File: config.mk
export PLATFORM = sky130hd
export DESIGN_NAME = mem44_seq_flat
export DESIGN_NICKNAME = d
export VERILOG_FILES = /design/src/rtl/mem44_seq_pkg.sv /design/src/rtl/mem44_seq_if.sv /design/src/rtl/sa_skew.sv /design/src/rtl/mem44_seq.sv /design/src/flat_wrapper.sv
export SDC_FILE = /design/constraint.sdc
export NUM_CORES = 1
export LEC_CHECK = 0
export CAP_MARGIN = 20
export CORE_MARGIN = 2
export CORE_UTILIZATION = 25
export CTS_CLUSTER_DIAMETER = 80
export DETAILED_ROUTE_END_ITERATION = 8
export PLACE_DENSITY = 0.55
export SETUP_SLACK_MARGIN = 0.5
export SLEW_MARGIN = 10
export SYNTH_ARGS = -nofsm -noshare
export SYNTH_HDL_FRONTEND = slang
export SYNTH_HIERARCHICAL = 1
export SYNTH_SLANG_ARGS = --single-unit
File: constraint.sdc
create_clock -name clk -period 5.2 [get_ports clk]
set_clock_uncertainty 0.1 [all_clocks]
set_input_delay 1.56 -clock clk [delete_from_list [all_inputs] [get_ports clk]]
set_output_delay 1.56 -clock clk [all_outputs]
set_load 0.01 [all_outputs]
File: src/rtl/mem44_seq_pkg.sv
// Shared definitions for the 4x4 matrix loader / skewed column streamer.
// Holds the FSM encoding, matrix geometry and the phase lengths.
package mem44_seq_pkg;

  localparam int N             = 4;
  localparam int DW            = 8;
  localparam int LOAD_COUNT    = 16;
  localparam int STREAM_CYCLES = 4;
  localparam int DRAIN_CYCLES  = N - 1;
  localparam int CNT_W         = 4;

  typedef enum logic [1:0] {
    IDLE   = 2'd0,
    LOAD   = 2'd1,
    STREAM = 2'd2,
    DRAIN  = 2'd3
  } state_t;

  // Terminal value of the shared phase counter for a phase lasting 'cycles'.
  function automatic logic [CNT_W-1:0] last_count(input int cycles);
    return CNT_W'(cycles - 1);
  endfunction

endpackage

File: src/rtl/mem44_seq_if.sv
// Control, load-handshake, memory and array-output bundle of mem44_seq.
// The slave modport is the sequencer's view, the master modport its environment.
interface mem44_seq_if #(
  parameter int N  = 4,
  parameter int DW = 8
);

  logic            load;
  logic            start;
  logic            in_valid;
  logic [DW-1:0]   in_data;
  logic            in_ready;
  logic            mem_we;
  logic [3:0]      mem_addr;
  logic [DW-1:0]   mem_data;
  logic [N*DW-1:0] mem_col;
  logic            arr_valid;
  logic [N*DW-1:0] arr_data;
  logic            busy;
  logic            loaded;
  logic            done;

  modport slave (
    input  load, start, in_valid, in_data, mem_col,
    output in_ready, mem_we, mem_addr, mem_data,
    output arr_valid, arr_data, busy, loaded, done
  );

  modport master (
    output load, start, in_valid, in_data, mem_col,
    input  in_ready, mem_we, mem_addr, mem_data,
    input  arr_valid, arr_data, busy, loaded, done
  );

endinterface

File: src/rtl/sa_skew.sv
// Per-lane delay line feeding a systolic array: lane k passes through k
// delay registers and one output register, so it trails lane 0 by k cycles.
module sa_skew #(
  parameter int N  = 4,
  parameter int DW = 8
) (
  input  logic            clk,
  input  logic            reset,
  input  logic            capture,
  input  logic [N*DW-1:0] col_in,
  output logic [N*DW-1:0] arr_data
);

  for (genvar k = 0; k < N; k++) begin : g_lane
    logic [DW-1:0] pipe [0:k];

    // Zeros are shifted in whenever no column is being captured.
    always_ff @(posedge clk or negedge reset) begin
      if (!reset) begin
        for (int j = 0; j <= k; j++) pipe[j] <= '0;
      end else begin
        pipe[0] <= capture ? col_in[k*DW +: DW] : '0;
        for (int j = 1; j <= k; j++) pipe[j] <= pipe[j-1];
      end
    end

    assign arr_data[k*DW +: DW] = pipe[k];
  end

endmodule

File: src/rtl/mem44_seq.sv
// Loads a 4x4 matrix row-major into an external memory, then streams its
// columns through a lane skew so each row enters a systolic array in turn.
module mem44_seq #(
  parameter int N  = mem44_seq_pkg::N,
  parameter int DW = mem44_seq_pkg::DW
) (
  input  logic       clk,
  input  logic       reset,
  mem44_seq_if.slave bus
);
  import mem44_seq_pkg::*;

  state_t           state, state_nx;
  logic [CNT_W-1:0] cnt, cnt_nx;
  logic             loaded_q, loaded_nx;
  logic             arr_valid_q, done_q;
  logic             capture;
  logic             in_ready_c, mem_we_c;
  logic [3:0]       mem_addr_c;
  logic [DW-1:0]    mem_data_c;
  logic             active;

  always_ff @(posedge clk or negedge reset) begin
    if (!reset) begin
      state    <= IDLE;
      cnt      <= '0;
      loaded_q <= 1'b0;
    end else begin
      state    <= state_nx;
      cnt      <= cnt_nx;
      loaded_q <= loaded_nx;
    end
  end

  // One counter serves as element index in LOAD, column index in STREAM
  // and drain timer in DRAIN.
  always_comb begin
    state_nx   = state;
    cnt_nx     = cnt;
    loaded_nx  = loaded_q;
    capture    = 1'b0;
    in_ready_c = 1'b0;
    mem_we_c   = 1'b0;
    mem_addr_c = 4'd0;
    mem_data_c = '0;
    case (state)
      IDLE: begin
        if (bus.load) begin
          state_nx  = LOAD;
          cnt_nx    = '0;
          loaded_nx = 1'b0;
        end else if (bus.start && loaded_q) begin
          state_nx = STREAM;
          cnt_nx   = '0;
        end
      end
      LOAD: begin
        in_ready_c = 1'b1;
        mem_addr_c = cnt;
        if (bus.in_valid) begin
          mem_we_c   = 1'b1;
          mem_data_c = bus.in_data;
          if (cnt == last_count(LOAD_COUNT)) begin
            state_nx  = IDLE;
            cnt_nx    = '0;
            loaded_nx = 1'b1;
          end else begin
            cnt_nx = cnt + 1'b1;
          end
        end
      end
      STREAM: begin
        capture    = 1'b1;
        mem_addr_c = {2'b00, cnt[1:0]};
        if (cnt == last_count(STREAM_CYCLES)) begin
          state_nx = DRAIN;
          cnt_nx   = '0;
        end else begin
          cnt_nx = cnt + 1'b1;
        end
      end
      DRAIN: begin
        if (cnt == last_count(DRAIN_CYCLES)) begin
          state_nx = IDLE;
          cnt_nx   = '0;
        end else begin
          cnt_nx = cnt + 1'b1;
        end
      end
      default: state_nx = IDLE;
    endcase
  end

  assign active = (state == STREAM) || (state == DRAIN);

  // Output registers trail the state by one cycle; done marks the first
  // cycle after the final valid array word.
  always_ff @(posedge clk or negedge reset) begin
    if (!reset) begin
      arr_valid_q <= 1'b0;
      done_q      <= 1'b0;
    end else begin
      arr_valid_q <= active;
      done_q      <= arr_valid_q && !active;
    end
  end

  sa_skew #(
    .N  (N),
    .DW (DW)
  ) u_skew (
    .clk      (clk),
    .reset    (reset),
    .capture  (capture),
    .col_in   (bus.mem_col),
    .arr_data (bus.arr_data)
  );

  assign bus.in_ready  = in_ready_c;
  assign bus.mem_we    = mem_we_c;
  assign bus.mem_addr  = mem_addr_c;
  assign bus.mem_data  = mem_data_c;
  assign bus.arr_valid = arr_valid_q;
  assign bus.busy      = (state != IDLE);
  assign bus.loaded    = loaded_q;
  assign bus.done      = done_q;

endmodule
File: src/flat_wrapper.sv
// flat-port wrapper written by rule: the top's interface ports become plain ports
module mem44_seq_flat import mem44_seq_pkg::*;
#(
  parameter int N  = mem44_seq_pkg::N,
  parameter int DW = mem44_seq_pkg::DW
)
  (clk, reset, bus_load, bus_start, bus_in_valid, bus_in_data, bus_mem_col, bus_in_ready, bus_mem_we, bus_mem_addr, bus_mem_data, bus_arr_valid, bus_arr_data, bus_busy, bus_loaded, bus_done);
  mem44_seq_if #(.N(N), .DW(DW)) bus_i ();
  input  logic clk;
  input  logic reset;
  input wire logic [$bits(bus_i.load)-1:0] bus_load;
  input wire logic [$bits(bus_i.start)-1:0] bus_start;
  input wire logic [$bits(bus_i.in_valid)-1:0] bus_in_valid;
  input wire logic [$bits(bus_i.in_data)-1:0] bus_in_data;
  input wire logic [$bits(bus_i.mem_col)-1:0] bus_mem_col;
  output wire logic [$bits(bus_i.in_ready)-1:0] bus_in_ready;
  output wire logic [$bits(bus_i.mem_we)-1:0] bus_mem_we;
  output wire logic [$bits(bus_i.mem_addr)-1:0] bus_mem_addr;
  output wire logic [$bits(bus_i.mem_data)-1:0] bus_mem_data;
  output wire logic [$bits(bus_i.arr_valid)-1:0] bus_arr_valid;
  output wire logic [$bits(bus_i.arr_data)-1:0] bus_arr_data;
  output wire logic [$bits(bus_i.busy)-1:0] bus_busy;
  output wire logic [$bits(bus_i.loaded)-1:0] bus_loaded;
  output wire logic [$bits(bus_i.done)-1:0] bus_done;
  assign bus_i.load = bus_load;
  assign bus_i.start = bus_start;
  assign bus_i.in_valid = bus_in_valid;
  assign bus_i.in_data = bus_in_data;
  assign bus_i.mem_col = bus_mem_col;
  assign bus_in_ready = bus_i.in_ready;
  assign bus_mem_we = bus_i.mem_we;
  assign bus_mem_addr = bus_i.mem_addr;
  assign bus_mem_data = bus_i.mem_data;
  assign bus_arr_valid = bus_i.arr_valid;
  assign bus_arr_data = bus_i.arr_data;
  assign bus_busy = bus_i.busy;
  assign bus_loaded = bus_i.loaded;
  assign bus_done = bus_i.done;
  mem44_seq #(.N(N), .DW(DW)) u_core (.clk(clk), .reset(reset), .bus(bus_i));
endmodule
=== Word-level counts from Yosys, hierarchy flattened ===
Cells that the tools add are included.

* Register bits: 89
* Input bits: 45
* Word-level logic and storage cells: 67

* Add/subtract/negate cells: 1
* Equality and inequality tests: 12
* Mux-type cells: 29
* Reduce and logical (&&, ||, !) cells: 10

{| class="wikitable"
|+ Operator list
! kind !! number
|-
| 8-bit 2-to-1 mux || 6
|-
| 4-bit 2-to-1 mux || 6
|-
| 4-bit one-hot mux with 4 select lines || 1
|-
| 2-bit 2-to-1 mux || 6
|-
| 4-bit by 2-bit == test with 1-bit output (second input constant) || 2
|-
| 2-bit one-hot mux with 4 select lines || 1
|-
| 4-bit one-hot mux with 2 select lines || 1
|-
| 1-bit 2-to-1 mux || 7
|-
| 2-bit by 1-bit != test with 1-bit output (second input constant) || 3
|-
| 5-bit AND reduction || 1
|-
| 4-bit by 1-bit adder with 4-bit output (second input constant) || 1
|-
| 2-bit == test (second input constant) || 2
|-
| 4-bit == test (second input constant) || 1
|-
| 2-bit != test (second input constant) || 2
|-
| 4-bit AND reduction || 1
|-
| 2-bit nonzero test || 2
|-
| 3-bit by 2-bit != test with 1-bit output (second input constant) || 1
|-
| 2-bit by 1-bit == test with 1-bit output (second input constant) || 1
|-
| 1-bit logical AND || 2
|-
| 2-bit zero test || 1
|-
| 1-bit one-hot mux with 2 select lines || 1
|-
| 2-bit AND reduction || 1
|-
| 1-bit zero test || 1
|-
| 1-bit logical OR || 1
|}

=== Logic depth before layout (Yosys ltp) ===
Gate-level depths: netlist of the first run.

* Depth after elaboration: 4
* Depth in mapped cells: 6
* Mapped depth without buffers: 6

=== Cells and area by module ===
The synthesis of the first run kept the hierarchy.

{| class="wikitable"
|+ By module, submodules not included
! module !! instances !! cells an instance !! area each (um2)
|-
| sa_skew || 1 || 139 || 2437.3
|-
| mem44_seq || 1 || 72 || 631.9
|}

=== Worst setup path before layout of the first run ===
OpenSTA, ideal clock, no wires.

* Path type: input port to output port
* Start: input port bus_in_valid
* End: output port bus_mem_data[5]
* Arrival: 1.963 ns
* Data required time: 3.540 ns
* Setup slack: 1.577 ns
* Cell stages on the path: 2
* Path buffers: 1
* Cell sequence: clkbuf_1 -> and3_1

* Word-level cells in the longest chain between the ends: 2

{| class="wikitable"
|+ Ends and longest elaborated chain
! what !! line !! source
|-
| start: declaration || flat_wrapper.sv:13 || <nowiki>input wire logic [$bits(bus_i.in_valid)-1:0] bus_in_valid;</nowiki>
|-
| 8-bit 2-to-1 mux || mem44_seq.sv:60 || <nowiki>if (bus.in_valid) begin</nowiki>
|-
| 8-bit 2-to-1 mux || mem44_seq.sv:46 || <nowiki>case (state)</nowiki>
|-
| end: declaration || flat_wrapper.sv:19 || <nowiki>output wire logic [$bits(bus_i.mem_data)-1:0] bus_mem_data;</nowiki>
|}

Every way passes these cells.

=== Worst setup path in the final report of the first run ===
* Start: input port bus_in_data[7]
* End: output port bus_mem_data[7]

* Word-level cells in the longest chain between the ends: 2

{| class="wikitable"
|+ Ends and longest elaborated chain
! what !! line !! source
|-
| start: declaration || flat_wrapper.sv:14 || <nowiki>input wire logic [$bits(bus_i.in_data)-1:0] bus_in_data;</nowiki>
|-
| 8-bit 2-to-1 mux || mem44_seq.sv:60 ||
|-
| 8-bit 2-to-1 mux || mem44_seq.sv:46 ||
|}

Every way passes these cells.

==> results of run 1 <==
-- cell type report --
type | instances | area share (%)
clock buffer | 9 | 5.214
clock inverter | 6 | 1.564
inverter | 6 | 0.5214
multi-input combinational | 87 | 14.28
sequential | 89 | 51.56
tap | 147 | 4.258
timing repair buffer | 96 | 22.60
-- state kept, by name, summed over array words and instances (netlist names) --
name and count:
u_core/state 2, u_core/u_skew/g_lane.pipe 56, u_core/u_skew/arr_data 24, u_core/cnt 4, u_core/bus.loaded 1, u_core/bus.arr_valid 1
u_core/bus.done 1
-- timing repair --
item,CTS,global route
setup endpoints to repair,0,7
endpoints found under the hold margin,0,0
gates resized for setup,0,1
-- cell usage in the layout (no fill, tap or decap), drive strengths merged --
master         instances
a2111oi                1
a21o                   2
a21oi                  2
a221oi                 1
a222oi                 1
a31oi                  1
and2                  36
and3                   8
buf                    3
bufinv                 1
clkbuf                 9
clkdlybuf4s50         92
clkinv                 1
clkinvlp               2
dfrtp                 89
dlymetal6s2s           1
ha                     6
inv                    8
mux2                   2
nand2                  7
nand2b                 3
nand3                  2
nor2                   4
nor2b                  1
nor4                   1
o21ai                  4
or2                    1
or3                    1
or3b                   2
xor2                   1
-- worst min path at each step --
stage / end / slack [ns] / start / cells past startpoint
finish: u_core/u_skew/g_lane[2].pipe[11] / 0.24 / u_core/u_skew/g_lane[2].pipe[19] / 0
global route: u_core/u_skew/g_lane[3].pipe[18] / 0.25 / u_core/u_skew/g_lane[3].pipe[26] / 0
CTS: u_core/u_skew/g_lane[3].pipe[14] / 0.25 / u_core/u_skew/g_lane[3].pipe[22] / 0
detailed placement: u_core/u_skew/arr_data[18] / 0.23 / u_core/u_skew/g_lane[2].pipe[10] / 0
global placement: u_core/u_skew/g_lane[2].pipe[14] / 0.23 / u_core/u_skew/g_lane[2].pipe[22] / 0
floorplan: u_core/u_skew/arr_data[10] / 0.23 / u_core/u_skew/g_lane[1].pipe[10] / 0
-- power breakdown --
| group | total [mW] | switching (mW) | internal (mW) | leakage (nW) |
|---|---|---|---|---|
| registers | 0.914 | 0.0548 | 0.859 | 1.20 |
| clock network | 0.633 | 0.261 | 0.372 | 0.138 |
| logic | 0.515 | 0.230 | 0.285 | 0.707 |
-- critical path, cell delays in order --
cell,delay (ns)
clkdlybuf4s50_1,0.47
and3_1,0.16
clkdlybuf4s50_1,0.54
-- per-layer routing --
layer  track usage, %  up-vias  share of wire (%)
li1                 -      801                  -
met1            9.726      841                 40
met2            13.57       69                 50
met3            4.692        5                9.2
met4            3.695        0                1.2
met5                0        -                  0
-- cells by family after synthesis --
logic type	count (synthesis)
and+or+nand+nor	66
muxes	2
xor gates and xnor gates	1
buffers and inverters	35
AOI/OAI and AO/OA	12
adders and majority gates	6
DFF	89
==> summary.md, run 1 <==
| Metric | Value |
|---|---|
| Status | finished, final reports clean |
| Sequential share of the synthesized area | 72.56% |
| Initial antenna violation count | 0 |
| Startpoint Class | primary input |
| Pleak | 2.047 nW |
| Final setup fails | 0 |
| Max-Cap Viols | 0 |
| Compound-Gate Fraction of Synth Area | 2.609% |
| Synth Area in Adders | 2.446% |
| Worst-case clock buffer depth | 2 |
| RSZ-0062 raised after global routing | no |
| Final Critical Period | 4.385 ns |
| Most common cell in the synthesized netlist | dfrtp_1 |
| Pre-antenna DRT Iters | 4 |
| Vias in the first global route | 1,785 |
| Placed cell areas | 3996 µm² |
| Layout area overhead | 40.73% |
| Min-Delay Path Class | flip-flop to flip-flop |
| Worst slew pin tran | 0.5765 ns |
| Hold Buf Count CTS | 0 |
| Synth area leaders | dfrtp_1 (73%), and2_2 (8.1%), buf_4 (5.9%) |
| Post-synth top area cell | dfrtp_1 |
| Multi-input logic area | 616.8 µm² |
| Final nets | 340 |
| Cells after synthesis | 211 |
| Setup ws final | 0.8149 ns |
| Final TNS setup | 0 ns |
| Filler cells | 1,173 |
| All-Layer GR Usage | 8.610% |
| Post-synth top cells | dfrtp_1 (89), and2_2 (33), buf_4 (24) |
| DP Worst Slack | 0.5621 ns |
| Non-Filler Instances | 440 |
| N_diodes | 0 |
| Core area | 12,010 µm² |
| Reg2reg path depth | 6 |
| Largest family of logic cells by synthesized area | simple AND/OR/NAND/NOR gates |
| Post-Synth XOR/XNOR Area | 0.2854% |
| Number of synthesized flops with an enable pin | 0 |
| YS warnings | 6 |
| GR Overflow Total | 0 |
| Reg2Reg Setup Slack | 3.01 ns |
| Global-route wire length before repair | 8625 µm |
| # DRC | 0 |
| Die Y | 114.8 µm |
| Worst Path Required | 3.54 ns |
| DR vias | 1,716 |
| Fraction of layout instances using a drive strength above 1 | 18.43% |
| Post-Syn Area | 3069 µm² |
| Post-synthesis register bit count | 89 |
| Max-slew headroom | 61.16% |
| Peak supply drop | 0.1288 mV |
| Final Hold Fails | 0 |
| Distinct cells, synth | 28 |
| Final WL | 5283 µm |
| Final Max Slew Viols | 0 |
| H-tree depth | 3 |
| Post-layout util | 35.96% |
| End point of the critical path | bus_mem_data[7] |
| Root Driver | clkbuf_16 |
| Io pins | 95 |
| CP arrival | 2.73 ns |
| Critical path fanouts, max | 1 |
| Dpl hpwl | 3494 µm |
| Syn Area/Cell | 14.55 µm² |
| Total power | 2.063 mW |
| Top_reg_cell synth | dfrtp_1 |
| Clk slew on worst S/H paths | 0.07 ns |
| Num Clock Sinks | 89 |
| Largest net degree at the start of global routing | 90 |
| Power density cells | 477.5 nW/µm² |
| Synth top area share | 72.56% |
| Post-synthesis mux area share | 0.7338% |
| Worst R2R End | u_core/state[0] |
| Register area | 2227 µm² |
| Non-Filler Cell Area, Final | 4319 µm² |
| CTS tree | built |
| WHS | 0.2436 ns |
| Reg2Reg Launch Point | u_core/state[1] |
| PortBufs | 94 |
| GP Congestion | 0.6703 |
| Initial Utilization | 25.55% |
| Max Fclk | 228.0 MHz |
| Drt wl/cell | 12.01 µm |
| CP Capture Type | output pin |
| Num rows | 40 |
| Critical Path Start | bus_in_data[7] |
| Initial DRC Count | 82 |
| Post-synthesis async set-or-reset flop share | 100.0% |
| Antenna Nets Post-Route | 0 |
| Vias/cell | 3.900 |
| TritonCTS Buffers | 9 |
| Post-CTS Setup Bufs | 0 |
| Net count after synthesis | 262 |
| Period utilization | 84.33% |
| Setup Crit Path Kind | primary input to output pin |
| Die width | 114.8 µm |
| Placed Cells | 424 |
| Die ar. | 13,180 µm² |
| Later-pin clock latency in the skew report | 0.33 ns |
| Simple-gate share of the synthesized area | 14.02% |
Note: power is estimated with default switching activity, not from simulation.
==> inputs of run 2 (changes only) <==
--- a/config.mk
+++ b/config.mk
@@ -10,7 +10,7 @@
 export CORE_UTILIZATION = 25
 export CTS_CLUSTER_DIAMETER = 80
 export DETAILED_ROUTE_END_ITERATION = 8
-export PLACE_DENSITY = 0.55
+export PLACE_DENSITY = 0.57
 export SETUP_SLACK_MARGIN = 0.5
 export SLEW_MARGIN = 10
 export SYNTH_ARGS = -nofsm -noshare
==> constraint.sdc (replaced) <==
create_clock -name clk -period 4 [get_ports clk]
set_clock_uncertainty 0.1 [all_clocks]
set_input_delay 1.2 -clock clk [delete_from_list [all_inputs] [get_ports clk]]
set_output_delay 1.2 -clock clk [all_outputs]
set_load 0.01 [all_outputs]
==> run 2 against run 1 <==
Wire length rose by 6.0%. Critical path depth did not move. Cell count rose by 0.45%. Clock power rose by 32%. Hold slack improved by 0.0031 ns. Cell area barely moved. Die area did not move. Highest routed layer unchanged.
==> summary.md, run 2 (same netlist as run 1, synthesis figures left out) <==
| Metric | Value |
|---|---|
| Final Hold Fails | 0 (unchanged) |
| Root Driver | clkbuf_16 |
| Initial DRC Count | 75 (-8.5%) |
| Die Y | 114.8 µm (unchanged) |
| DP Worst Slack | 0.07992 ns (-0.4822 ns) |
| Max-Cap Viols | 0 (unchanged) |
| Final TNS setup | 0 ns (unchanged) |
| Placed cell areas | 4011 µm² (+0.38%) |
| Global-route wire length before repair | 8887 µm (+3.0%) |
| Antenna Nets Post-Route | 0 (unchanged) |
| Pre-antenna DRT Iters | 4 (unchanged) |
| Total power | 2.708 mW (+31%) |
| Final WL | 5598 µm (+6.0%) |
| CP Capture Type | output pin |
| Min-Delay Path Class | flip-flop to flip-flop |
| Startpoint Class | primary input |
| Initial antenna violation count | 0 (unchanged) |
| Final Critical Period | 3.453 ns |
| Non-Filler Cell Area, Final | 4323 µm² (about the same) |
| CP arrival | 2.15 ns (-0.58 ns) |
| Most frequent cells in the layout | dfrtp_1 (89), clkdlybuf4s50_1 (84), and2_2 (33) |
| Initial Utilization | 25.55% (unchanged) |
| GP Congestion | 0.6539 (-2.4%) |
| Largest net degree at the start of global routing | 50 (-44%) |
| CTS tree | built |
| Status | finished, final reports clean |
| RSZ-0062 raised after global routing | no |
| PostCTS Resize Cnt | 11 (+11) |
| Num rows | 40 (unchanged) |
| N_diodes | 0 (unchanged) |
| Critical path fanouts, max | 12 (+11) |
| PortBufs | 94 (unchanged) |
| Pleak | 2.084 nW (+1.8%) |
| Final nets | 341 (+0.29%) |
| Worst-case clock buffer depth | 2 (unchanged) |
| Layout area overhead | 40.85% (about the same) |
| H-tree depth | 3 (unchanged) |
| TritonCTS Buffers | 9 (unchanged) |
| Hold Buf Count CTS | 0 (unchanged) |
| Non-Filler Instances | 442 (+0.45%) |
| Power density cells | 626.4 nW/µm² (+31%) |
| Post-CTS Setup Bufs | 0 (unchanged) |
| Most common cell after layout, fill and taps aside | dfrtp_1 |
| Final setup fails | 0 (unchanged) |
| Max-slew headroom | 59.99% (-1.2 points) |
| Largest register FFs | 56 (unchanged) |
| Setup Crit Path Kind | primary input to output pin |
| Post-layout util | 35.99% (about the same) |
| Final Max Slew Viols | 0 (unchanged) |
| Clock power share | 30.9% (+0.2 points) |
| Reg power frac | 44.2% (about the same) |
| Clk slew on worst S/H paths | 0.06 ns (about the same) |
| Placed Cells | 426 (+0.47%) |
| # DRC | 0 (unchanged) |
| Worst Path Required | 2.70 ns (-0.84 ns) |
| Die width | 114.8 µm (unchanged) |
| Max Fclk | 289.6 MHz |
| GR Overflow Total | 0 (unchanged) |
| Fraction of layout instances using a drive strength above 1 | 19.66% (+1.2 points) |
| Peak supply drop | 0.1887 mV (+47%) |
| WHS | 0.2467 ns (+0.003130 ns) |
| Pint | 1.975 mW (+30%) |
| Period utilization | 86.32% |
| All-Layer GR Usage | 9.011% (+0.40 points) |
| Dpl hpwl | 3929 µm (+12%) |
| Setup ws final | 0.5471 ns (-0.2677 ns) |
| Worst slew pin tran | 0.6001 ns (+0.02362 ns) |
| DR vias | 1,710 (-0.35%) |
| Drt wl/cell | 12.67 µm (+5.5%) |
| P_sw | 0.7326 mW (+34%) |
| Die ar. | 13,180 µm² (unchanged) |
| Vias/cell | 3.869 (-0.80%) |
| Logic gate share of total power | 24.9% (about the same) |
| Vias in the first global route | 1,875 (+5.0%) |
| Num Clock Sinks | 89 (unchanged) |
| Register with the most flip-flops | u_core/u_skew/g_lane.pipe |
| Core area | 12,010 µm² (unchanged) |
| Io pins | 95 (unchanged) |
| Sw frac | 27.05% (+0.59 points) |
| Later-pin clock latency in the skew report | 0.33 ns (about the same) |
| Filler cells | 1,176 (+0.26%) |
run 2: changes by cell type in the layout (fill, tap and decap cells not counted):
cell / change
clkinv_4: +2
clkinv_2: -1
inv_6: -1
ha_4: +1
buf_16: -1
clkdlybuf4s50_1: -8
ha_1: -1
clkinvlp_4: +1
dlygate4sd2_1: +7
clkdlybuf4s15_2: +1
buf_4: +2
run 2: layout make-up:
class | instances | area (µm²) | area share, %
timing repair buffer | 97 | 955.9 | 22.11
inverter | 6 | 22.52 | 0.5210
multi-input combinational | 87 | 629.4 | 14.56
clock inverter | 7 | 78.83 | 1.823
tap | 147 | 183.9 | 4.255
sequential | 89 | 2227 | 51.52
clock buffer | 9 | 225.2 | 5.210
run 2: worst paths after layout:
| path | from | depth (start not counted) | slack [ns] | end |
|---|---|---|---|---|
| worst max-delay path | bus_in_valid | 3 | 0.55 | bus_mem_we |
| worst min-delay path | u_core/u_skew/g_lane[1].pipe[14] | 0 | 0.25 | u_core/u_skew/arr_data[14] |
| worst max register to register | u_core/cnt[0] | 6 | 1.79 | u_core/state[0] |
| worst min register to register | u_core/u_skew/g_lane[1].pipe[14] | 0 | 0.25 | u_core/u_skew/arr_data[14] |
| max in group asynchronous | reset | 2 | 2.29 | u_core/u_skew/arr_data[22] |
| min in group asynchronous | reset | 1 | 0.76 | u_core/u_skew/arr_data[29] |
run 2: worst max-delay path: stages:
cell and delay (ns):
clkdlybuf4s15_2 0.27, and2_1 0.15, clkdlybuf4s50_1 0.53
run 2: layer usage:
metal | track usage, % | routed length, µm
met3 | 4.481 | 472
met2 | 14.60 | 2637
met1 | 10.13 | 2441
met5 | 0 | 0
met4 | 3.855 | 48
run 2: power by group through the flow:
stage | sequential (mW) | combinational [mW] | clock [mW]
after global placement | 1.21 | 0.678 | 0
after CTS | 1.20 | 0.684 | 0.862
after detailed placement | 1.21 | 0.687 | 0
final | 1.20 | 0.675 | 0.838
after global routing | 1.22 | 0.744 | 0.911
after floorplan | 1.21 | 0.386 | 0
==> inputs of run 3 (changes only) <==
--- a/config.mk
+++ b/config.mk
@@ -10,7 +10,8 @@
 export CORE_UTILIZATION = 25
 export CTS_CLUSTER_DIAMETER = 80
 export DETAILED_ROUTE_END_ITERATION = 8
-export PLACE_DENSITY = 0.57
+export HOLD_SLACK_MARGIN = 0.12
+export PLACE_DENSITY = 0.55
 export SETUP_SLACK_MARGIN = 0.5
 export SLEW_MARGIN = 10
 export SYNTH_ARGS = -nofsm -noshare
==> constraint.sdc (replaced) <==
create_clock -name clk -period 3.4 [get_ports clk]
set_clock_uncertainty 0.1 [all_clocks]
set_input_delay 1.02 -clock clk [delete_from_list [all_inputs] [get_ports clk]]
set_output_delay 1.02 -clock clk [all_outputs]
set_load 0.01 [all_outputs]
==> run 3 against run 2 <==
Cell area increased by 0.98%. Sequential share of layout area decreased by 0.50 points. Sequential power is 17% higher. Global-route usage about the same. Non-clock buffer count is 5 higher. Worst setup slack got worse by 0.061 ns. Clock power rose by 26%. Via count rose by 3.5%. Die area is the same. Critical endpoint is now bus_mem_data[7]. Largest cell class unchanged.
==> summary.md, run 3 (same netlist as run 1, synthesis figures left out) <==
| Metric | Value |
|---|---|
| Status | finished, final reports clean |
| Worst slew pin tran | 0.4868 ns (-0.1133 ns) |
| Power density cells | 749.6 nW/µm² (+20%) |
| Io pins | 95 (unchanged) |
| Reg power frac | 42.6% (-1.6 points) |
| DR vias | 1,770 (+3.5%) |
| Peak supply drop | 0.2331 mV (+23%) |
| PortBufs | 94 (unchanged) |
| Initial Utilization | 25.55% (unchanged) |
| Setup Crit Path Kind | primary input to output pin |
| Core area | 12,010 µm² (unchanged) |
| H-tree depth | 3 (unchanged) |
| Die Y | 114.8 µm (unchanged) |
| All-Layer GR Usage | 8.994% (-0.017 points) |
| Max-Cap Viols | 0 (unchanged) |
| GR Overflow Total | 0 (unchanged) |
| Hold path depth | 0 (unchanged) |
| Worst-case clock buffer depth | 2 (unchanged) |
| Final Hold Fails | 0 (unchanged) |
| Final TNS setup | 0 ns (unchanged) |
| CP arrival | 1.79 ns (-0.36 ns) |
| Most frequent cells in the layout | dfrtp_1 (89), clkdlybuf4s50_1 (75), and2_2 (33) |
| Total power | 3.273 mW (+21%) |
| Num rows | 40 (unchanged) |
| CP bufs+invs | 2 (unchanged) |
| Final Max Slew Viols | 0 (unchanged) |
| N_diodes | 0 (unchanged) |
| Final WL | 5375 µm (-4.0%) |
| Startpoint Class | primary input |
| Filler cells | 1,182 (+0.51%) |
| Drt wl/cell | 12.02 µm (-5.1%) |
| Final setup fails | 0 (unchanged) |
| Pint | 2.415 mW (+22%) |
| Clk slew on worst S/H paths | 0.07 ns (about the same) |
| Fraction of layout instances using a drive strength above 1 | 23.67% (+4.0 points) |
| # DRC | 0 (unchanged) |
| CTS tree | built |
| DP Worst Slack | -0.1520 ns (-0.2320 ns) |
| Pre-antenna DRT Iters | 4 (unchanged) |
| Largest register FFs | 56 (unchanged) |
| Critical-path cell list | clkdlybuf4s50_1 -> and3_1 -> clkbuf_2 |
| Antenna Nets Post-Route | 0 (unchanged) |
| Critical path fanouts, max | 1 (-11) |
| Num Clock Sinks | 89 (unchanged) |
| CP max stage delay | 0.47 ns (-0.06 ns) |
| Root Driver | clkbuf_16 |
| Critical path depth | 3 (unchanged) |
| Post-layout util | 36.34% (+0.35 points) |
| Dpl hpwl | 3614 µm (-8.0%) |
| Final Critical Period | 2.914 ns |
| Clock power share | 32.4% (+1.5 points) |
| Max Fclk | 343.2 MHz |
| Layout area overhead | 42.23% |
| Multi-input logic area | 629.4 µm² (unchanged) |
| Setup ws final | 0.4864 ns (-0.06073 ns) |
| P_sw | 0.8578 mW (+17%) |
| Period utilization | 85.69% |
| GP Congestion | 0.6790 (+3.8%) |
| Min-Delay Path Class | flip-flop to flip-flop |
| Worst Path Required | 2.28 ns (-0.42 ns) |
| Logic gate share of total power | 24.9% (about the same) |
| Max-slew headroom | 67.20% (+7.2 points) |
| Sw frac | 26.21% (-0.84 points) |
| CP delay by family, top | buffers and inverters |
| Vias in the first global route | 1,855 (-1.1%) |
| TritonCTS Buffers | 9 (unchanged) |
| RSZ-0062 raised after global routing | yes |
| Final nets | 346 (+1.5%) |
| Vias/cell | 3.960 (+2.4%) |
| Register area | 2227 µm² (unchanged) |
| Largest net degree at the start of global routing | 90 (+80%) |
| Pleak | 2.188 nW (+5.0%) |
| CP Capture Type | output pin |
| WHS | 0.2433 ns (-0.003483 ns) |
| Initial DRC Count | 109 (+45%) |
| Later-pin clock latency in the skew report | 0.33 ns (about the same) |
| Most common cell after layout, fill and taps aside | dfrtp_1 |
| Register with the most flip-flops | u_core/u_skew/g_lane.pipe |
| Die width | 114.8 µm (unchanged) |
| Global-route wire length before repair | 8963 µm (+0.86%) |
| Die ar. | 13,180 µm² (unchanged) |
| Reg2reg path depth | 6 (unchanged) |
| Initial antenna violation count | 0 (unchanged) |
| Critical-path top delay cell | clkdlybuf4s50_1 |
-- run 3: what timing repair did --
| action | CTS | global route |
|---|---|---|
| cloned | 0 | 0 |
| endpoints found under the setup margin | 14 | 11 |
| buffers inserted | 2 | 1 |
| pin swaps | 0 | 3 |
| hold buffers | 0 | 0 |
| resized for setup | 39 | 9 |
-- run 3: area by class of cell --
class                   count  share of cell area [%]
clock buffers               9                   5.159
clock inverters             7                   2.293
inverters                   6                  0.5159
multi-input cells          87                   14.42
flip-flops and latches     89                   51.02
well taps                 147                   4.213
repair buffers            102                   22.38
-- run 3: worst paths after layout --
path	slack [ns]	from	end
worst max-delay path	0.49	bus_in_data[7]	bus_mem_data[7]
worst min-delay path	0.24	u_core/u_skew/g_lane[2].pipe[17]	u_core/u_skew/g_lane[2].pipe[9]
worst max register to register	1.22	u_core/cnt[0]	u_core/state[0]
worst min register to register	0.24	u_core/u_skew/g_lane[2].pipe[17]	u_core/u_skew/g_lane[2].pipe[9]
max in group asynchronous	2.22	reset	u_core/state[0]
min in group asynchronous	0.63	reset	u_core/u_skew/g_lane[3].pipe[26]
-- run 3: power by group through the flow --
stage / combinational [mW] / sequential, mW / clock [mW]
2_1_floorplan: 0.454 / 1.42 / 0
3_3_place_gp: 0.806 / 1.42 / 0
3_5_place_dp: 0.817 / 1.43 / 0
4_1_cts: 0.830 / 1.41 / 1.11
5_1_grt: 0.918 / 1.42 / 1.16
6_report: 0.816 / 1.40 / 1.06
-- run 3: per-stage QoR --
step	instance area, µm²	instances
floorplan	3069	211
global placement	4039	428
detailed placement	4039	428
CTS	4347	446
global route	4365	447
finish	4365	447
-- run 3: metal layers --
layer | share of wire (%) | GRT usage (%)
met1 | 39 | 10.17
met2 | 50 | 14.60
met3 | 8.5 | 4.006
met4 | 1.8 | 4.337
met5 | 0 | 0
==> variant 1 (flow settings as in run 2) <==
`N` is set to 4 in 3 places; all go to 5.
--- a/src/rtl/mem44_seq_pkg.sv
+++ b/src/rtl/mem44_seq_pkg.sv
@@ -2,7 +2,7 @@
 // Holds the FSM encoding, matrix geometry and the phase lengths.
 package mem44_seq_pkg;
 
-  localparam int N             = 4;
+  localparam int N             = 5;
   localparam int DW            = 8;
   localparam int LOAD_COUNT    = 16;
   localparam int STREAM_CYCLES = 4;
--- a/src/rtl/mem44_seq_if.sv
+++ b/src/rtl/mem44_seq_if.sv
@@ -1,7 +1,7 @@
 // Control, load-handshake, memory and array-output bundle of mem44_seq.
 // The slave modport is the sequencer's view, the master modport its environment.
 interface mem44_seq_if #(
-  parameter int N  = 4,
+  parameter int N  = 5,
   parameter int DW = 8
 );
 
--- a/src/rtl/sa_skew.sv
+++ b/src/rtl/sa_skew.sv
@@ -1,7 +1,7 @@
 // Per-lane delay line feeding a systolic array: lane k passes through k
 // delay registers and one output register, so it trails lane 0 by k cycles.
 module sa_skew #(
-  parameter int N  = 4,
+  parameter int N  = 5,
   parameter int DW = 8
 ) (
   input  logic            clk,
Interface: changed (resized bus_arr_data and bus_mem_col); port bits go from 95 to 111. No check against the original RTL was run, so the function may have changed too.
==> variant 1 against run 2 <==
Wire length rose by 26%. Sequential cell count rose by 40. Power rose by 53%. Critical endpoint is now bus_mem_data[0]. Synthesized area rose by 36%. Design area rose by 37%. Non-clock buffer count rose by 16. Worst setup slack improved by 0.061 ns.
==> variant 1: results (changes against run 2) <==
DP HPWL: 4550 µm (was 3930 µm)
Register Area: 3230 µm² (was 2230 µm²)
VDD IR max: 0.000275 V (was 0.000189 V)
CTS Sinks: 129 (was 89)
Run status: complete, no violations (unchanged)
Area of the multi-input gates: 666 µm² (was 629 µm²)
Port Buf Inserts: 110 (was 94)
Clock Power Share: 0.358 (was 0.309)
Synth unique cells: 27 (was 28)
Mapped Nets: 325 (was 262)
Via count: 2,159 (was 1,710)
Max reg flops: 88 (was 56)
Filler instances: 1,597 (was 1,176)
Nonclk inv count: 8 (was 6)
CTS Buf Count: 17 (was 9)
CP peak stage delay: 0.48 ns (was 0.53 ns)
Dpl ws: 0.140 ns (was 0.0799 ns)
Register area share after synthesis: 0.772 (was 0.726)
Met2 wire len: 3480 µm (was 2640 µm)
Largest net degree at the start of global routing: 71 (was 50)
Worst-Skew Late Latency: 0.40 ns (was 0.33 ns)
Mux share of post-synthesis cell area: 0 (was 0.00734)
Share of cells above drive strength 1: 0.183 (was 0.197)
Clock-net power: 1480 µW (was 838 µW)
Met3 GRT Util: 0.0400 (was 0.0448)
Worst Max-Slew Pin Slew: 0.636 ns (was 0.600 ns)
Post-Syn Area per Cell: 15.7 µm² (was 14.5 µm²)
Post-synthesis compound-gate area fraction: 0.0278 (was 0.0261)
WP data arrival: 2.09 ns (was 2.15 ns)
Signal buffers: 113 (was 97)
WL met3: 462 µm (was 472 µm)
GP Congestion: 0.672 (was 0.654)
Layout Cells excl Fill: 592 (was 442)
Non-Clock Buffer Area Fraction: 0.191 (was 0.221)
Met1 WL: 2910 µm (was 2440 µm)
Met1 Track Usage GR: 0.0964 (was 0.101)
## variant 1: path summary, 6_finish.rpt
path	cells after the start	slack, ns	start	endpoint
max reg2reg	7	1.85	u_core/state[0]	u_core/cnt[3]
max in group asynchronous	2	2.37	reset	u_core/u_skew/g_lane[3].pipe[18]
min in group asynchronous	1	0.69	reset	u_core/u_skew/arr_data[34]
min	0	0.24	u_core/u_skew/g_lane[4].pipe[32]	u_core/u_skew/g_lane[4].pipe[24]
min reg2reg	0	0.24	u_core/u_skew/g_lane[4].pipe[32]	u_core/u_skew/g_lane[4].pipe[24]
max	3	0.61	bus_in_data[0]	bus_mem_data[0]
## variant 1: repair_timing
action                                  4_1_cts  5_1_grt
gates resized for setup                      11        2
endpoints found under the hold margin         0        0
buffers inserted                              0        0
endpoints found under the setup margin       11        2
## variant 1: logic make-up (layout without fill, tap and decap cells)
group,Yosys count,in the layout
AOI/OAI and AO/OA,15,15
xor gates and xnor gates,1,1
adders and majority gates,5,5
buffers and inverters,46,151
DFF,129,129
and+or+nand+nor,71,71
==> variant 2 (config.mk and constraints of run 2) <==
Made on the original files. The 4 states of `state_t` get a Gray code encoding in 2 bits.
--- a/src/rtl/mem44_seq_pkg.sv
+++ b/src/rtl/mem44_seq_pkg.sv
@@ -10,10 +10,10 @@
   localparam int CNT_W         = 4;
 
   typedef enum logic [1:0] {
-    IDLE   = 2'd0,
-    LOAD   = 2'd1,
-    STREAM = 2'd2,
-    DRAIN  = 2'd3
+    IDLE   = 2'b00,
+    LOAD   = 2'b01,
+    STREAM = 2'b11,
+    DRAIN  = 2'b10
   } state_t;
 
   // Terminal value of the shared phase counter for a phase lasting 'cycles'.
Function: same outputs for any inputs over 10 cycles, from zero or initial values and one cycle with reset low; not proved beyond that.
==> variant 2 against run 2 <==
Global-route usage grew 0.32 points. Worst setup slack improved by 0.027 ns. Maximum frequency up 0.79%. Synthesized area increased by 0.16%. Register-to-register slack better by 0.32 ns. Die area grew 0.16%. Critical path depth up 1. Non-clock buffer count rose by 3. Utilization fell by 0.35 points. Design area shrank 0.98%. Wire length increased by 0.88%. Sequential cell count unchanged.
Power is not compared: it rests on default switching activity, and its combinational part moved more than twofold at a synthesized area within 25%.
==> variant 2: results (changes against run 2) <==
Delay-heaviest family, CP: buffers and inverters (unchanged)
CP peak stage delay: 0.28 ns (was 0.53 ns)
Worst Max-Slew Pin Slew: 0.916 ns (was 0.600 ns)
VDD IR max: 0.000158 V
Detailed Routing Iterations Pass 1: 4 (unchanged)
Synth warn: 6 (unchanged)
Mapped Nets: 254 (was 262)
Antenna diode count: 0 (unchanged)
Top Layer Used: met4 (unchanged)
Register area share after synthesis: 0.724 (was 0.726)
Leakage: 0.00204 µW
Routed len/inst: 12.9 µm (was 12.7 µm)
Longest Clk Path Bufs: 2 (unchanged)
Synth unique cells: 32 (was 28)
Nets@finish: 333 (was 341)
Worst-Skew Late Latency: 0.34 ns
WP data arrival: 2.13 ns (was 2.15 ns)
Vias per inst: 3.90 (was 3.87)
Share of cells above drive strength 1: 0.237 (was 0.197)
Met1 WL: 2360 µm (was 2440 µm)
Largest net degree at the start of global routing: 60 (was 50)
DP HPWL: 3830 µm (was 3930 µm)
Placed Area: 4000 µm² (was 4010 µm²)
Most flop-heavy register: u_core/u_skew/g_lane.pipe (unchanged)
CTS Buf Count: 9 (unchanged)
Root Driver: clkbuf_16 (unchanged)
Initial antenna violation count: 0 (unchanged)
Worst min-delay path category: register to register (unchanged)
Gr usage total: 0.0933 (was 0.0901)
Commonest cells post-synth: 89 x dfrtp_1, 32 x and2_2, 27 x buf_4 (was 89 x dfrtp_1, 33 x and2_2, 24 x buf_4)
Vias in the first global route: 1,766 (was 1,875)
WL met3: 302 µm (was 472 µm)
1st-iter DRT viols: 70 (was 75)
H-Tree Depth: 3 (unchanged)
Run status: complete, no violations (unchanged)
Initial Util: 0.256 (about the same)
Port Buf Inserts: 94 (unchanged)
Max FO, Critical Path: 3 (was 12)
Slowest cell on the critical path: dlygate4sd2_1 (was clkdlybuf4s50_1)
Max reg flops: 56 (unchanged)
Top FF cell, synth: dfrtp_1 (unchanged)
First-pass GRT wire length: 9030 µm (was 8890 µm)
CTS clk-pin slew, worst paths: 0.06 ns (about the same)
GP Congestion: 0.684 (was 0.654)
Met2 wire len: 2780 µm (was 2640 µm)
Asr flop ratio synth: 1.00 (unchanged)
Synth top area cells: dfrtp_1 72%, and2_2 7.8%, buf_4 6.6% (was dfrtp_1 73%, and2_2 8.1%, buf_4 5.9%)
variant 2: cell count changes after synthesis, moves of 3 or more:
cell	change
inv_1	-3
ha_1	-4
nor2_1	-3
nand2_1	-7
o211ai_1	+3
and2_1	+10
buf_4	+3
and3_1	-8
variant 2: per-stage QoR:
| step | TNS (ns) | instances | hold slack, ns | power [µW] | setup WS, ns |
|---|---|---|---|---|---|
| floorplan | 0 | 207 | 0.231 | 1180 | 1.01 |
| global placement | 0 | 419 | 0.232 | 1350 | 0.0220 |
| detailed placement | -0.172 | 419 | 0.235 | 1360 | -0.0344 |
| CTS | 0 | 438 | 0.248 | 2180 | 0.421 |
| global route | 0 | 438 | 0.254 | 2260 | 0.539 |
| finish | 0 | 438 | 0.244 | 2140 | 0.574 |
variant 2: final timing paths:
kind	start	depth (start not counted)	slack [ns]	end
max	bus_in_valid	4	0.57	bus_mem_data[0]
min	u_core/u_skew/g_lane[2].pipe[13]	0	0.24	u_core/u_skew/arr_data[21]
max reg2reg	u_core/state[0]	2	2.11	u_core/u_skew/g_lane[2].pipe[21]
min reg2reg	u_core/u_skew/g_lane[2].pipe[13]	0	0.24	u_core/u_skew/arr_data[21]
max in group asynchronous	reset	2	2.25	u_core/u_skew/g_lane[2].pipe[21]
min in group asynchronous	reset	1	0.83	u_core/u_skew/g_lane[2].pipe[12]
variant 2: layer usage:
| layer | up-vias | global-route usage |
|---|---|---|
| met5 | - | 0 |
| met4 | 0 | 0.0699 |
| met3 | 15 | 0.0306 |
| met2 | 56 | 0.140 |
| met1 | 835 | 0.112 |
| li1 | 801 | - |
variant 2: layout make-up:
type / instances / area (µm²)
well taps: 147 / 184
inverters: 4 / 15.0
multi-input cells: 82 / 612
fillers: 1178 / 7730
repair buffers: 100 / 952
clock inverters: 6 / 51.3
clock buffers: 10 / 239
flip-flops and latches: 89 / 2230
variant 2: worst register-to-register path: stages (launching register included):
cell and delay, ns:
dfrtp_1 0.63, and2_1 0.81, and2_2 0.30
variant 2: cell families (layout without fill, tap and decap cells):
logic type | count (synthesis) | after routing | share of synthesized area
compound gates | 19 | 19 | 0.0497
xor+xnor | 1 | 1 | 0.00285
fa+ha+maj | 2 | 2 | 0.00814
buf+inv | 37 | 120 | 0.0802
flops | 89 | 89 | 0.724
simple gates | 59 | 60 | 0.135
variant 2: power by group:
part | switching, µW | internal [µW] | leakage (µW)
registers | 63.3 | 961 | 0.00123
logic | 130 | 184 | 0.000660
clock network | 355 | 446 | 0.000145
variant 2: timing repair:
item | in CTS | in global routing
hold endpoints to repair | 0 | 0
setup endpoints to repair | 9 | 1
gates resized for setup | 24 | 2
buffers inserted | 2 | 0
gates cloned | 1 | 0
